[src/rtl/game_369_monitor.sv]
// Monitors an upstream 3-6-9 counter: locks on 0, checks legal steps, counts claps and wraps,
// exposes the last accepted value in BCD and latches the first illegal value.
module game_369_monitor #(
    parameter int unsigned CLAP_W = 8
) (
    input  logic              clk,
    input  logic              reset,
    input  logic              en,
    input  logic [3:0]        count_in,
    output logic              clap,
    output logic [CLAP_W-1:0] clap_total,
    output logic [3:0]        wraps,
    output logic              tens,
    output logic [3:0]        ones,
    output logic              locked,
    output logic              err,
    output logic [3:0]        err_val
);

    typedef enum logic [1:0] {StWait0, StTrack, StFault} state_e;

    state_e            state_q, state_d;
    logic [3:0]        prev_q, prev_d;
    logic              clap_q, clap_d;
    logic [CLAP_W-1:0] clap_total_q, clap_total_d;
    logic [3:0]        wraps_q, wraps_d;
    logic              tens_q, tens_d;
    logic [3:0]        ones_q, ones_d;
    logic              locked_q, locked_d;
    logic              err_q, err_d;
    logic [3:0]        err_val_q, err_val_d;

    logic legal;
    logic is_wrap;

    always_comb begin
        legal = ((prev_q == 4'd0)  && (count_in == 4'd3))  ||
                ((prev_q == 4'd3)  && (count_in == 4'd6))  ||
                ((prev_q == 4'd6)  && (count_in == 4'd9))  ||
                ((prev_q == 4'd9)  && (count_in == 4'd13)) ||
                ((prev_q == 4'd13) && (count_in == 4'd6));
        is_wrap = (prev_q == 4'd13) && (count_in == 4'd6);
    end

    always_comb begin
        state_d      = state_q;
        prev_d       = prev_q;
        clap_d       = 1'b0;
        clap_total_d = clap_total_q;
        wraps_d      = wraps_q;
        tens_d       = tens_q;
        ones_d       = ones_q;
        err_val_d    = err_val_q;

        if (en) begin
            unique case (state_q)
                StWait0: begin
                    if (count_in == 4'd0) begin
                        state_d = StTrack;
                        prev_d  = 4'd0;
                        tens_d  = 1'b0;
                        ones_d  = 4'd0;
                    end
                end
                StTrack: begin
                    if (legal) begin
                        prev_d = count_in;
                        clap_d = 1'b1;
                        if (count_in >= 4'd10) begin
                            tens_d = 1'b1;
                            ones_d = count_in - 4'd10;
                        end else begin
                            tens_d = 1'b0;
                            ones_d = count_in;
                        end
                        if (clap_total_q != {CLAP_W{1'b1}}) begin
                            clap_total_d = clap_total_q + CLAP_W'(1);
                        end
                        if (is_wrap && (wraps_q != 4'd15)) begin
                            wraps_d = wraps_q + 4'd1;
                        end
                    end else begin
                        state_d   = StFault;
                        err_val_d = count_in;
                    end
                end
                StFault: begin
                    // Sticky until reset; samples are ignored.
                end
                default: state_d = StWait0;
            endcase
        end

        locked_d = (state_d == StTrack);
        err_d    = (state_d == StFault);
    end

    always_ff @(posedge clk) begin
        if (reset) begin
            state_q      <= StWait0;
            prev_q       <= 4'd0;
            clap_q       <= 1'b0;
            clap_total_q <= '0;
            wraps_q      <= 4'd0;
            tens_q       <= 1'b0;
            ones_q       <= 4'd0;
            locked_q     <= 1'b0;
            err_q        <= 1'b0;
            err_val_q    <= 4'd0;
        end else begin
            state_q      <= state_d;
            prev_q       <= prev_d;
            clap_q       <= clap_d;
            clap_total_q <= clap_total_d;
            wraps_q      <= wraps_d;
            tens_q       <= tens_d;
            ones_q       <= ones_d;
            locked_q     <= locked_d;
            err_q        <= err_d;
            err_val_q    <= err_val_d;
        end
    end

    assign clap       = clap_q;
    assign clap_total = clap_total_q;
    assign wraps      = wraps_q;
    assign tens       = tens_q;
    assign ones       = ones_q;
    assign locked     = locked_q;
    assign err        = err_q;
    assign err_val    = err_val_q;

endmodule

[config.mk]
export PLATFORM = sky130hd
export DESIGN_NAME = game_369_monitor
export DESIGN_NICKNAME = d
export VERILOG_FILES = /design/src/rtl/game_369_monitor.sv
export SDC_FILE = /design/constraint.sdc
export NUM_CORES = 1
export LEC_CHECK = 0
export ABC_AREA = 1
export CAP_MARGIN = 40
export CORE_MARGIN = 3
export CORE_UTILIZATION = 52
export CTS_BUF_LIST = sky130_fd_sc_hd__clkbuf_4
export CTS_CLUSTER_DIAMETER = 40
export DETAILED_ROUTE_END_ITERATION = 6
export PLACE_DENSITY = 0.75
export REMOVE_ABC_BUFFERS = 1
export SLEW_MARGIN = 20
export SYNTH_ARGS = -nofsm -noshare
export SYNTH_HDL_FRONTEND = slang
export SYNTH_SLANG_ARGS = --single-unit
[constraint.sdc]
create_clock -name clk -period 2.05 [get_ports clk]
set_clock_uncertainty 0.15 [all_clocks]
set_input_delay 0.205 -clock clk [delete_from_list [all_inputs] [get_ports clk]]
set_output_delay 0.205 -clock clk [all_outputs]
set_load 0.01 [all_outputs]
== Yosys cells after proc, flatten, opt, wreduce, memory -nomap -nowiden ==
Index checks and enable logic that the tools add are counted.
W data, S select, Z words.

* Word-level logic and storage cells: 67
* Flip-flop bits (word level): 30
* Input bits: 7
* Output and inout bits: 24

* $lt $le $gt $ge: 1
* Bitwise gates (word level): 3
* Mux-type cells: 15
* Eq/ne operators: 16
* Reductions and logical operators: 19
* Add/subtract/negate cells: 3

{| class="wikitable"
|+ Operators with widths
! kind !! number
|-
| $eq A4 B4 Y1 const B || 4
|-
| $mux W4 || 4
|-
| $pmux W4 S2 || 2
|-
| $reduce_and A4 Y1 || 3
|-
| $add A8 B1 Y8 const B || 1
|-
| $eq A4 B2 Y1 const B || 2
|-
| $eq A4 B3 Y1 const B || 2
|-
| $logic_not A4 Y1 || 2
|-
| $ne A8 B8 Y1 const B || 1
|-
| $logic_and A1 B1 Y1 || 6
|-
| $mux W2 || 3
|-
| $pmux W2 S3 || 1
|-
| $add A4 B1 Y4 const B || 1
|-
| $eq A2 B1 Y1 const B || 2
|-
| $eq A2 B2 Y1 const B || 2
|-
| $ge A4 B4 Y1 const B || 1
|-
| $logic_or A1 B1 Y1 || 4
|-
| $mux W1 || 4
|-
| $ne A2 B2 Y1 const B || 2
|-
| $ne A4 B4 Y1 const B || 1
|-
| $sub A4 B4 Y4 const B || 1
|-
| $not A1 Y1 || 3
|-
| $reduce_and A3 Y1 || 1
|-
| $reduce_or A3 Y1 || 1
|-
| 3 further kinds || 3
|}

== Depth between registers and ports, before layout ==
* Depth after elaboration: 10
* Depth in mapped cells: 12

== Least setup slack after synthesis ==
OpenSTA, ideal clock, no wires.

* Kind: register -> register
* Start point: reg clap_total_q[0], in the netlist clap_total[0]
* End point: reg clap_total_q[5], in the netlist clap_total[5]
* Arrival: 1,282 ps
* Setup slack: 486 ps
* Path buffers: 0
* Cell stages (with the launch flop): 7
* Data required time: 1,768 ps
* Path through: dfxtp_1 -> ha_1 -> and3_1 -> a21oi_2 -> nand3_1 -> nand2_1 -> a21oi_1

* Cells in the longest elaborated chain, start to end: 2

{| class="wikitable"
|+ RTL lines
! element !! RTL line !! source
|-
| from (decl) || 25 || <nowiki>logic [CLAP_W-1:0] clap_total_q, clap_total_d;</nowiki>
|-
| from (signal assigned) || 114 || <nowiki>clap_total_q <= clap_total_d;</nowiki>
|-
| parallel branches: the longest is 2 deep, another holds $add A8 B1 Y8 || n/a ||
|}

Parallel ways; which one is timed is not known.
A chain may end at the register's enable or synchronous reset.

== Worst setup path in the final report ==
* Start point: in count_in[1]
* End point: reg locked_q, in the netlist locked

* Cells in the longest elaborated chain, start to end: 10

{| class="wikitable"
|+ RTL lines
! element !! RTL line !! source
|-
| from (decl) || 9 || <nowiki>input logic [3:0] count_in,</nowiki>
|-
| $eq A4 B2 Y1 or $eq A4 B3 Y1 (tied branches) || 37, 38, 41 ||
|-
| $logic_and A1 B1 Y1, on equally long branches || 37, 38 ||
|-
| $logic_or A1 B1 Y1 || 37 || <nowiki>legal = ((prev_q == 4'd0) && (count_in == 4'd3)) ||</nowiki>
|-
| $logic_or A1 B1 Y1 || 38 || <nowiki>((prev_q == 4'd3) && (count_in == 4'd6)) ||</nowiki>
|-
| $logic_or A1 B1 Y1 || 39 || <nowiki>((prev_q == 4'd6) && (count_in == 4'd9)) ||</nowiki>
|-
| $logic_or A1 B1 Y1 || 40 || <nowiki>((prev_q == 4'd9) && (count_in == 4'd13)) ||</nowiki>
|-
| $mux W2 || 66 || <nowiki>if (legal) begin</nowiki>
|-
| $pmux W2 S3 * || 56 || <nowiki>unique case (state_q)</nowiki>
|-
| $mux W2 * || 55 || <nowiki>if (en) begin</nowiki>
|-
| $eq A2 B1 Y1 * || 94 || <nowiki>locked_d = (state_d == StTrack);</nowiki>
|-
| to (signal assigned) || 118 || <nowiki>locked_q <= locked_d;</nowiki>
|-
| to (decl) || 29 || <nowiki>logic locked_q, locked_d;</nowiki>
|}

Every way passes the cells marked *; elsewhere a longest branch is shown, timed or not.

==> out/results.txt <==
Status = completed
Antenna Violating Nets Remaining = 0
CTS Buf Count = 5
Hold Fails Final Rpt = 0
Synth top area share = 33.8%
Setup CP Type = input pin to flip-flop
Worst Path Required = 2.16 ns
Worst path depth = 9
Delay-heaviest family, CP = buffers and inverters
Pwr Density = 467 nW/um^2
Share of cells above drive strength 1 = 17.3%
Non-Filler Instances = 333
DR pass1 iterations = 4
Hpwl dp = 2850 um
Top-level I/O count = 31
Nets = 299
Max IR drop VDD = 0.000403 V
DIE AREA = 4030 sq um
Top-count cell post-synth = nand2_1
Leak pwr = 0.937 nW
WP buf/inv = 2
Max incr delay on CP = 0.52 ns
Routed wire length per instance = 11.2 um
Worst Hold Class = flip-flop to flip-flop
Final Cycle Share = 85.8%
Synth area leader = dfxtp_1
RSZ-0062 raised after global routing = false
Initial Utilization = 55.4%
Die W = 63.5 um
Post-synthesis async set-or-reset flop share = 0%
Post-CTS Hold Buffers = 0
Fmax = 569 MHz
Grt total ovfl = 0
Post-synthesis cell count = 247
Clock-pin slew on the worst setup and hold paths = 0.08 ns
Chip height = 63.5 um
Tmin final = 1.76 ns
Critical Path, Cell by Cell = clkdlybuf4s50_1, buf_4, nor2_2, nand2_1, o21ai_4, nand2_4, nand2_2, nand2_1, nor2_1
Initial antenna violation count = 0
Setup violations, final = 0
Post-CTS resize count = 0
Worst path most repeated cell = nand2_1
Hold Path Depth = 2
Avg Inst Size Synth = 6.96 sq um
CTS H-tree depth = 2
Setup bufs post-CTS = 0
Crit end category = flip-flop
Site Rows = 20
Diodes inserted = 0
Crit-path max FO = 9
I/O Buffers = 30
EDFF count, synth = 0
Routed WL = 3740 um
Max-slew violations = 0
Relative slew slack = 75.0%
Placer Congestion = 0.995
Via density = 4.88
CP Data Arrival Time = 1.87 ns
#FFs+latches synth = 29
Hold slack = 0.319 ns
# DRC = 0
Slowest-stage cell, CP = clkdlybuf4s50_1
Root buf cell = clkbuf_4
Vias post-DR = 1624
Final setup TNS = 0 ns
Startpoint Class = input pin
Seq/Total Area, Yosys = 33.8%
Clock sink count = 29
Number of global-route vias before repair = 1629
First-pass GRT wire length = 6970 um
Placed insts = 326
Synth-to-Final Area Change = 25.2%
Mapped Area = 1720 sq um
Core area = 3100 sq um
CTS max path bufs = 2
Reg2Reg Depth = 10
Iter 0 DRT Violations = 86
Clk Latency, worst-skew pair = 0.33 ns
Synth area leaders = dfxtp_1, nand2_1, nor2_1
Max Cap Viol = 0
Prevailing post-synth register cell = dfxtp_1
Top cells by count, synth = nand2_1, nor2_1, dfxtp_1
Pin count of the biggest net entering global routing = 15
Global Route Usage Sum = 21.6%
Yosys cell types = 30
CTS tree = yes
Worst-margin pin slew = 0.375 ns
Ys Warns = 0
[state kept, by name (all words and copies together) (netlist names)]
signal / count
clap: 1
clap_total: 8
err: 1
err_val: 4
locked: 1
ones: 3
prev_q: 4
state_q: 2
tens: 1
wraps: 4
[power breakdown]
group	switching, W	internal (W)	total [W]	leakage, nW
Sequential	0.00000168	0.000566	0.000567	0.234
Clock	0.000193	0.000137	0.000331	0.0292
Combinational	0.0000615	0.0000445	0.000106	0.674
Total	0.000257	0.000748	0.00100	0.937
[kinds of logic after synthesis]
group | Yosys count | share of synthesized area, %
AOI/OAI and AO/OA | 24 | 8.30
and+or+nand+nor | 147 | 43.0
xor gates and xnor gates | 3 | 1.53
DFF | 29 | 33.8
buffers and inverters | 41 | 11.2
adders and majority gates | 3 | 2.19
[per-layer routing]
layer | share of wire [%] | GRT usage (%)
met5 | 0 | 0
met1 | 50 | 27.9
met2 | 44 | 34.0
met4 | 1.7 | 8.89
met3 | 4.1 | 5.53
[cell type report]
cell class / instances / area (sq um)
clock buffer: 6 / 45.0
timing repair buffer: 43 / 398
inverter: 33 / 124
sequential: 29 / 581
tap: 44 / 55.1
fill: 304 / 952
clock inverter: 1 / 3.75
multi-input combinational: 177 / 945
[tightest hold or removal path: cells and delay by family, from the launching register on]
kind / cells / cell delay (ns)
and+or+nand+nor: 1 / 0.06
AOI/OAI and AO/OA: 1 / 0.05
DFF: 1 / 0.32
[cells in the final DEF (no fill, tap or decap), drive strengths merged]
| master | synthesis | final |
|---|---|---|
| clkinv | 0 | 1 |
| xnor2 | 1 | 1 |
| nand3 | 12 | 12 |
| o21a | 1 | 1 |
| and3 | 1 | 1 |
| a21oi | 15 | 15 |
| ha | 3 | 3 |
| clkbuf | 1 | 6 |
| clkdlybuf4s50 | 0 | 30 |
| o21ai | 6 | 6 |
| nor3 | 4 | 4 |
| dfxtp | 29 | 29 |
| a211oi | 2 | 2 |
| nand4 | 15 | 15 |
| nand2 | 67 | 67 |
| buf | 7 | 13 |
| nor2 | 48 | 48 |
| xor2 | 2 | 2 |
| inv | 33 | 33 |
[through the flow]
step,power (W),util [%],cell area [sq um],setup slack (ns)
2_1_floorplan,0.000627,-,1650,0.489
3_3_place_gp,0.000686,67.7,2100,-0.0167
3_5_place_dp,0.000686,67.7,2100,-0.0202
4_1_cts,0.00101,69.3,2150,0.301
5_1_grt,0.00105,69.3,2150,0.148
6_report,0.00100,69.3,2150,0.291
[path summary, 6_finish.rpt]
kind | start | slack, ns | end
hold / removal | ones[2]$_SDFFE_PP0P_ | 0.32 | ones[2]$_SDFFE_PP0P_
setup / recovery | count_in[1] | 0.29 | locked$_SDFF_PP0_
setup reg to reg | prev_q[1]$_SDFFE_PP0P_ | 0.33 | clap_total[0]$_SDFFE_PP0P_
hold reg to reg | ones[2]$_SDFFE_PP0P_ | 0.32 | ones[2]$_SDFFE_PP0P_
No activity file was read; power rests on OpenSTA's default activity.
